### src/rtl/a2d_pkg.sv
// Shared types and constants for the ADC128S round-robin interface.
// Holds sequencer/pointer encodings, channel numbers and SPI divider compare values.
package a2d_pkg;

  localparam int unsigned DIV_W      = 5;
  localparam int unsigned FRAME_BITS = 16;
  localparam int unsigned DATA_W     = 12;
  localparam int unsigned CH_W       = 3;

  localparam logic [CH_W-1:0] DEF_CH_LFT  = 3'd0;
  localparam logic [CH_W-1:0] DEF_CH_RGHT = 3'd4;
  localparam logic [CH_W-1:0] DEF_CH_BATT = 3'd5;

  localparam logic [DIV_W-1:0] DIV_LOAD   = 5'b10111;
  localparam logic [DIV_W-1:0] DIV_SAMPLE = 5'b01111;
  localparam logic [DIV_W-1:0] DIV_SHIFT  = 5'b11111;

  typedef enum logic [1:0] {IDLE, CMD, GAP, READ} seq_state_t;
  typedef enum logic [1:0] {PTR_LFT, PTR_RGHT, PTR_BATT} ptr_t;
  typedef enum logic {SPI_IDLE, SPI_ACTIVE} spi_state_t;

  // Conversion command word: channel sits in bits [13:11].
  function automatic logic [FRAME_BITS-1:0] make_cmd(input logic [CH_W-1:0] ch);
    return {2'b00, ch, 11'h000};
  endfunction

  function automatic ptr_t next_ptr(input ptr_t p);
    case (p)
      PTR_LFT:  return PTR_RGHT;
      PTR_RGHT: return PTR_BATT;
      default:  return PTR_LFT;
    endcase
  endfunction

endpackage

### src/rtl/a2d_intf_spi_mstr16.sv
// One 16-bit SPI mode-3 frame: SCLK = clk/32 idling high, MISO sampled one clk
// before SCLK rises, MOSI shifted alongside the falling edge.
module spi_mstr16
  import a2d_pkg::*;
(
  input  logic        clk,
  input  logic        rst,
  input  logic        wrt,
  input  logic [15:0] cmd,
  output logic        done,
  output logic [15:0] rd_data,
  output logic        SS_n,
  output logic        SCLK,
  output logic        MOSI,
  input  logic        MISO
);

  spi_state_t         state;
  logic [DIV_W-1:0]   div;
  logic [4:0]         bit_cnt;
  logic [15:0]        tx;
  logic [15:0]        rx;
  logic               active;
  logic               sample;
  logic               shift;
  logic               last;

  assign active  = (state == SPI_ACTIVE);
  assign last    = (bit_cnt == 5'(FRAME_BITS));
  assign sample  = active && (div == DIV_SAMPLE);
  // The front-porch 11111 arrives before any sample and must not shift.
  assign shift   = active && (div == DIV_SHIFT) && (bit_cnt != 5'd0) && !last;
  assign done    = active && (div == DIV_SHIFT) && last;
  assign MOSI    = tx[15];
  assign rd_data = rx;

  always_ff @(posedge clk or posedge rst) begin
    if (rst) begin
      state   <= SPI_IDLE;
      div     <= DIV_LOAD;
      bit_cnt <= 5'd0;
      tx      <= 16'h0000;
      rx      <= 16'h0000;
      SS_n    <= 1'b1;
      SCLK    <= 1'b1;
    end else begin
      case (state)
        SPI_IDLE: begin
          SS_n <= 1'b1;
          SCLK <= 1'b1;
          if (wrt) begin
            state   <= SPI_ACTIVE;
            div     <= DIV_LOAD;
            bit_cnt <= 5'd0;
            tx      <= cmd;
          end
        end
        SPI_ACTIVE: begin
          div <= div + 5'd1;
          if (done) begin
            state <= SPI_IDLE;
            SS_n  <= 1'b1;
            SCLK  <= 1'b1;
          end else begin
            SS_n  <= 1'b0;
            SCLK  <= div[4];
          end
          if (sample) begin
            rx      <= {rx[14:0], MISO};
            bit_cnt <= bit_cnt + 5'd1;
          end
          if (shift) begin
            tx <= {tx[14:0], 1'b0};
          end
        end
      endcase
    end
  end

endmodule

### src/rtl/a2d_intf.sv
// Round-robin ADC128S sequencer: each nxt runs a command frame then a read frame
// on the next channel (LFT -> RGHT -> BATT) and latches the 12-bit result.
module a2d_intf
  import a2d_pkg::*;
#(
  parameter logic [2:0] CH_LFT  = DEF_CH_LFT,
  parameter logic [2:0] CH_RGHT = DEF_CH_RGHT,
  parameter logic [2:0] CH_BATT = DEF_CH_BATT
) (
  input  logic        clk,
  input  logic        rst,
  input  logic        nxt,
  output logic [11:0] lft_ld,
  output logic [11:0] rght_ld,
  output logic [11:0] batt,
  output logic        SS_n,
  output logic        SCLK,
  output logic        MOSI,
  input  logic        MISO
);

  seq_state_t  state;
  ptr_t        ptr;
  logic [2:0]  chnl;
  logic [15:0] cmd_c;
  logic        wrt_c;
  logic        done_c;
  logic [15:0] rd_data;
  logic [3:0]  rx_hi_unused;

  always_comb begin
    chnl = CH_LFT;
    case (ptr)
      PTR_RGHT: chnl = CH_RGHT;
      PTR_BATT: chnl = CH_BATT;
      default:  chnl = CH_LFT;
    endcase
  end

  assign cmd_c        = make_cmd(chnl);
  // Frame 1 starts on the accepted nxt; frame 2 starts out of the one-clk GAP.
  assign wrt_c        = ((state == IDLE) && nxt) || (state == GAP);
  assign rx_hi_unused = rd_data[15:12];

  always_ff @(posedge clk or posedge rst) begin
    if (rst) begin
      state   <= IDLE;
      ptr     <= PTR_LFT;
      lft_ld  <= 12'h000;
      rght_ld <= 12'h000;
      batt    <= 12'h000;
    end else begin
      case (state)
        IDLE: if (nxt) state <= CMD;
        CMD:  if (done_c) state <= GAP;
        GAP:  state <= READ;
        READ: begin
          if (done_c) begin
            state <= IDLE;
            ptr   <= next_ptr(ptr);
            case (ptr)
              PTR_RGHT: rght_ld <= rd_data[11:0];
              PTR_BATT: batt    <= rd_data[11:0];
              default:  lft_ld  <= rd_data[11:0];
            endcase
          end
        end
        default: state <= IDLE;
      endcase
    end
  end

  spi_mstr16 u_spi (
    .clk     (clk),
    .rst     (rst),
    .wrt     (wrt_c),
    .cmd     (cmd_c),
    .done    (done_c),
    .rd_data (rd_data),
    .SS_n    (SS_n),
    .SCLK    (SCLK),
    .MOSI    (MOSI),
    .MISO    (MISO)
  );

endmodule

### config.mk
export PLATFORM = sky130hd
export DESIGN_NAME = a2d_intf
export DESIGN_NICKNAME = d
export VERILOG_FILES = /design/src/rtl/a2d_pkg.sv /design/src/rtl/a2d_intf_spi_mstr16.sv /design/src/rtl/a2d_intf.sv
export SDC_FILE = /design/constraint.sdc
export NUM_CORES = 1
export LEC_CHECK = 0
export ABC_CLOCK_PERIOD_IN_PS = 2500
export BUFFER_PORTS_ARGS = -buffer_cell sky130_fd_sc_hd__buf_2
export CAP_MARGIN = 30
export CORE_UTILIZATION = 30
export CTS_CLUSTER_SIZE = 12
export DETAILED_ROUTE_END_ITERATION = 10
export GPL_TIMING_DRIVEN = 0
export PLACE_DENSITY = 0.52
export SETUP_SLACK_MARGIN = 0.02
export SYNTH_ARGS = -nofsm -noshare
export SYNTH_HDL_FRONTEND = slang
export SYNTH_SLANG_ARGS = --single-unit
### constraint.sdc
create_clock -name clk -period 2.5 [get_ports clk]
set_input_delay 0.5 -clock clk [delete_from_list [all_inputs] [get_ports clk]]
set_output_delay 0.5 -clock clk [all_outputs]
set_load 0.05 [all_outputs]
==> report_table.html <==
<table>
<tr><th>Metric</th><th>Value</th></tr>
<tr><th colspan="2">Timing</th></tr>
<tr><td>Measured slew at the worst slew-check pin</td><td>0.849 ns</td></tr>
<tr><td>Final critical-path share of the clock period</td><td>95.4%</td></tr>
<tr><td>Aggregate negative setup slack</td><td>0 ns</td></tr>
<tr><td>Fin Clk Skew</td><td>0.0131 ns</td></tr>
<tr><td>Normalized max-slew margin</td><td>43.4%</td></tr>
<tr><td>Final setup slack of the worst path</td><td>0.114 ns</td></tr>
<tr><td>Count of final setup violators</td><td>0</td></tr>
<tr><td>F_max</td><td>419 MHz</td></tr>
<tr><td>Number of hold violations in the final report</td><td>0</td></tr>
<tr><td>Max-slew violation total from the final report</td><td>0</td></tr>
<tr><td>Min Clock Period, post-route</td><td>2.39 ns</td></tr>
<tr><td>Worst hold slack</td><td>0.330 ns</td></tr>
<tr><td>Unrepaired setup endpoints after global routing</td><td>false</td></tr>
<tr><th colspan="2">Setup path</th></tr>
<tr><td>Series of cell instances along the critical path</td><td>ha_1, and3_1, ha_1, nand3_2, nor4b_4, buf_6, mux2_2</td></tr>
<tr><td>Number of buffers and inverters on the critical path</td><td>1</td></tr>
<tr><td>Worst setup SP type</td><td>flop</td></tr>
<tr><td>Critical path's most frequent cell</td><td>sky130_fd_sc_hd__ha_1</td></tr>
<tr><td>Required time reported for the critical path endpoint</td><td>2.73 ns</td></tr>
<tr><td>Cell at the slowest stage of the critical path</td><td>sky130_fd_sc_hd__dfstp_2</td></tr>
<tr><td>Worst Path Class, Setup</td><td>flop to flop</td></tr>
<tr><td>CP max FO</td><td>10</td></tr>
<tr><td>Type of destination of the critical path</td><td>flop</td></tr>
<tr><td>WP data arrival</td><td>2.62 ns</td></tr>
<tr><td>Longest individual stage delay on the worst path</td><td>0.56 ns</td></tr>
<tr><td>Worst path top cell family by delay</td><td>simple AND/OR/NAND/NOR gates</td></tr>
<tr><th colspan="2">Global route</th></tr>
<tr><td>Aggregate global-route resource usage</td><td>12.3%</td></tr>
<tr><td>Vias in the first global route</td><td>1881</td></tr>
<tr><td>Antenna violations before repair</td><td>0</td></tr>
<tr><td>Leftover overflow at the end of global routing</td><td>0</td></tr>
<tr><td>First-pass GRT wire length</td><td>9770 um</td></tr>
<tr><td>Pin count of the biggest net entering global routing</td><td>71</td></tr>
<tr><th colspan="2">CTS</th></tr>
<tr><td>Hold-fix buffers, CTS</td><td>0</td></tr>
<tr><td>Clock latency on the worst-skew pair</td><td>0.35 ns</td></tr>
<tr><td>Longest Clk Path Bufs</td><td>2</td></tr>
<tr><td>CTS clk-pin slew, worst paths</td><td>0.09 ns</td></tr>
<tr><td>TritonCTS Buffers</td><td>9</td></tr>
<tr><td>Root buffer cell</td><td>sky130_fd_sc_hd__clkbuf_8</td></tr>
<tr><td>Clock Sinks</td><td>70</td></tr>
<tr><td>CTS H-tree lvls</td><td>3</td></tr>
<tr><td>TritonCTS clock tree</td><td>built</td></tr>
<tr><th colspan="2">Route</th></tr>
<tr><td>Detail-routed via count per cell</td><td>4.56</td></tr>
<tr><td>DR iter-0 viols</td><td>86</td></tr>
<tr><td>Routed Wire Length</td><td>5690 um</td></tr>
<tr><td>Total via count in the routed design</td><td>1885</td></tr>
<tr><td>Number of nets with antenna violations after routing</td><td>0</td></tr>
<tr><td>Average detailed-routed wire length per instance</td><td>13.8 um</td></tr>
<tr><td>First-pass detailed-route iteration total</td><td>4</td></tr>
<tr><td>DRC violation count after routing</td><td>0</td></tr>
<tr><th colspan="2">Run</th></tr>
<tr><td>Total of max-cap violations</td><td>0</td></tr>
<tr><th colspan="2">Synth</th></tr>
<tr><td>Proportion of synthesized chip area in sequential cells</td><td>58.1%</td></tr>
<tr><td>Number of enable-type register cells in the synthesized netlist</td><td>0</td></tr>
<tr><td>Count of different cell masters after synthesis</td><td>37</td></tr>
<tr><td>Seq cells post-synth</td><td>70</td></tr>
<tr><td>Syn Std Cell Area</td><td>0.00303 sq mm</td></tr>
<tr><td>Total number of yosys warnings</td><td>0</td></tr>
<tr><td>Mapped Cells</td><td>221</td></tr>
<tr><td>Average footprint of a synthesized cell</td><td>13.7 sq um</td></tr>
<tr><td>Net count of the mapped netlist</td><td>238</td></tr>
<tr><td>Most common flop cell mapped by yosys</td><td>sky130_fd_sc_hd__dfrtp_1</td></tr>
<tr><td>Share of async-settable or async-resettable flops after synthesis</td><td>100%</td></tr>
<tr><th colspan="2">Hold path</th></tr>
<tr><td>Worst Hold Class</td><td>input pin to asynchronous set/reset pin</td></tr>
<tr><th colspan="2">Finish</th></tr>
<tr><td>Most frequent cells in the layout</td><td>sky130_fd_sc_hd__dfrtp_1 (64), sky130_fd_sc_hd__mux2_2 (49), sky130_fd_sc_hd__buf_2 (43)</td></tr>
<tr><td>Final non-filler cell area</td><td>0.00364 sq mm</td></tr>
<tr><td>Layout net count</td><td>292</td></tr>
<tr><td>Final standard cell count with taps included and fillers excluded</td><td>413</td></tr>
<tr><td>Commonest non-fill, non-tap cell in the layout</td><td>sky130_fd_sc_hd__dfrtp_1</td></tr>
<tr><td>Antenna fix cells</td><td>0</td></tr>
<tr><td>Area Growth Syn to Fin</td><td>20.3%</td></tr>
<tr><td>Fraction of final layout cells sized beyond drive strength 1</td><td>45.4%</td></tr>
<tr><th colspan="2">Run status</th></tr>
<tr><td>Status</td><td>completed</td></tr>
<tr><th colspan="2">Power and ir drop</th></tr>
<tr><td>Largest vdd supply drop</td><td>0.262 mV</td></tr>
<tr><td>Leakage power</td><td>1.96 nW</td></tr>
<tr><td>Power per unit of standard cell area</td><td>582 mW/mm^2</td></tr>
<tr><th colspan="2">Floorplanning</th></tr>
<tr><td>Core Region</td><td>0.00977 sq mm</td></tr>
<tr><td>Ports placed on the boundary</td><td>43</td></tr>
<tr><td>Die footprint</td><td>0.0105 sq mm</td></tr>
<tr><td>Row Count</td><td>36</td></tr>
<tr><td>Initial core utilization</td><td>31.0%</td></tr>
<tr><td>Width of the die</td><td>102 um</td></tr>
<tr><td>Overall die height</td><td>102 um</td></tr>
<tr><th colspan="2">Placed design</th></tr>
<tr><td>Instance area after placement</td><td>0.00340 sq mm</td></tr>
<tr><td>Minimum setup slack after placement</td><td>0.00854 ns</td></tr>
<tr><td># port buffers</td><td>42</td></tr>
<tr><td>Cell count after placement</td><td>396</td></tr>
<tr><td>Placer's final routability congestion estimate</td><td>0.765</td></tr>
<tr><td>Final HPWL from detailed placement</td><td>3800 um</td></tr>
</table>
-- worst register-to-register path, cell delays in order, from the launching register on --
cell,delay (ns)
sky130_fd_sc_hd__dfstp_2,0.56
sky130_fd_sc_hd__ha_1,0.18
sky130_fd_sc_hd__and3_1,0.20
sky130_fd_sc_hd__ha_1,0.22
sky130_fd_sc_hd__nand3_2,0.19
sky130_fd_sc_hd__nor4b_4,0.36
sky130_fd_sc_hd__buf_6,0.22
sky130_fd_sc_hd__mux2_2,0.35
-- flip-flops by register name, indices dropped and copies added, names as in the netlist --
name / cells
state: 2
u_spi.active: 1
rght_ld: 12
batt: 12
ptr: 2
u_spi.tx: 5
lft_ld: 12
u_spi.rd_data: 12
u_spi.div: 5
u_spi.SS_n: 1
u_spi.SCLK: 1
u_spi.bit_cnt: 5
-- report_power, final --
part           switching, mW  internal (mW)  leakage, nW
Clock                  0.457          0.502        0.104
Sequential          0.000914           1.13        0.908
Combinational         0.0229        0.00316        0.944
-- final cells by class --
type,count,area (sq um)
Clock buffer,10,138
Clock inverter,6,72.6
Sequential cell,70,1760
Fill cell,985,6140
Multi-Input combinational cell,133,1190
Tap cell,133,166
Timing Repair Buffer,43,218
Buffer,7,47.5
Inverter,11,43.8
-- through the flow --
stage / utilization (%) / total power, mW
after floorplan: - / 1.17
after global placement: 34.8 / 1.18
after detailed placement: 34.8 / 1.18
after CTS: 37.2 / 2.15
after global routing: 37.2 / 2.21
final: 37.2 / 2.12
-- synth_stat cells (all sizes together) (2+ instances only) --
cell type	count	area, sq um
buf	4	31.3
o22a	2	17.5
a211o	3	26.3
nand3	9	45.0
mux2	49	552
nor3	3	31.3
inv	11	41.3
a31oi	3	18.8
nand4	2	12.5
nand2	9	33.8
nor2	7	26.3
a22o	4	35.0
xnor2	2	17.5
a21o	2	15.0
o22ai	2	12.5
a21oi	6	30.0
and3	2	12.5
clkbuf	3	11.3
and3b	2	17.5
dfstp	6	158
dfrtp	64	1600
o21ai	3	15.0
ha	13	163
-- metal layers --
layer	up-vias	part of all wire [%]	global-route usage, %
li1	894	-	-
met1	940	48	17.1
met2	37	45	17.8
met3	14	5.1	4.04
met4	0	1.5	4.62
met5	-	0	0
-- logic make-up (layout without fill, tap and decap cells) --
logic type / Yosys count / count (layout) / synth area share (%)
buffers and inverters: 18 / 77 / 2.77
multiplexers: 50 / 50 / 18.6
AO/OA/AOI/OAI: 27 / 27 / 6.16
XOR/XNOR: 3 / 3 / 0.869
AND/OR/NAND/NOR: 40 / 40 / 8.11
adder cells (fa/ha/maj): 13 / 13 / 5.38
flip-flops: 70 / 70 / 58.1
-- worst paths after layout --
kind	start	endpoint	slack, ns	cells after the start
max	u_spi.div[0]	lft_ld[3]	0.11	7
min	rst	lft_ld[7]	0.33	2
max reg2reg	u_spi.div[0]	lft_ld[3]	0.11	7
min reg2reg	batt[11]	batt[11]	0.50	1
max in group asynchronous	rst	rght_ld[10]	1.61	2
min in group clk	MISO	u_spi.rd_data[0]	0.39	2
-- timing repair --
| item | in CTS | in global routing |
|---|---|---|
| resized for setup | 2 | 3 |
| endpoints found under the setup margin | 10 | 9 |
| buffers inserted | 1 | 0 |
| pin swaps | 1 | 0 |
Power figures use the tool's default switching activity.
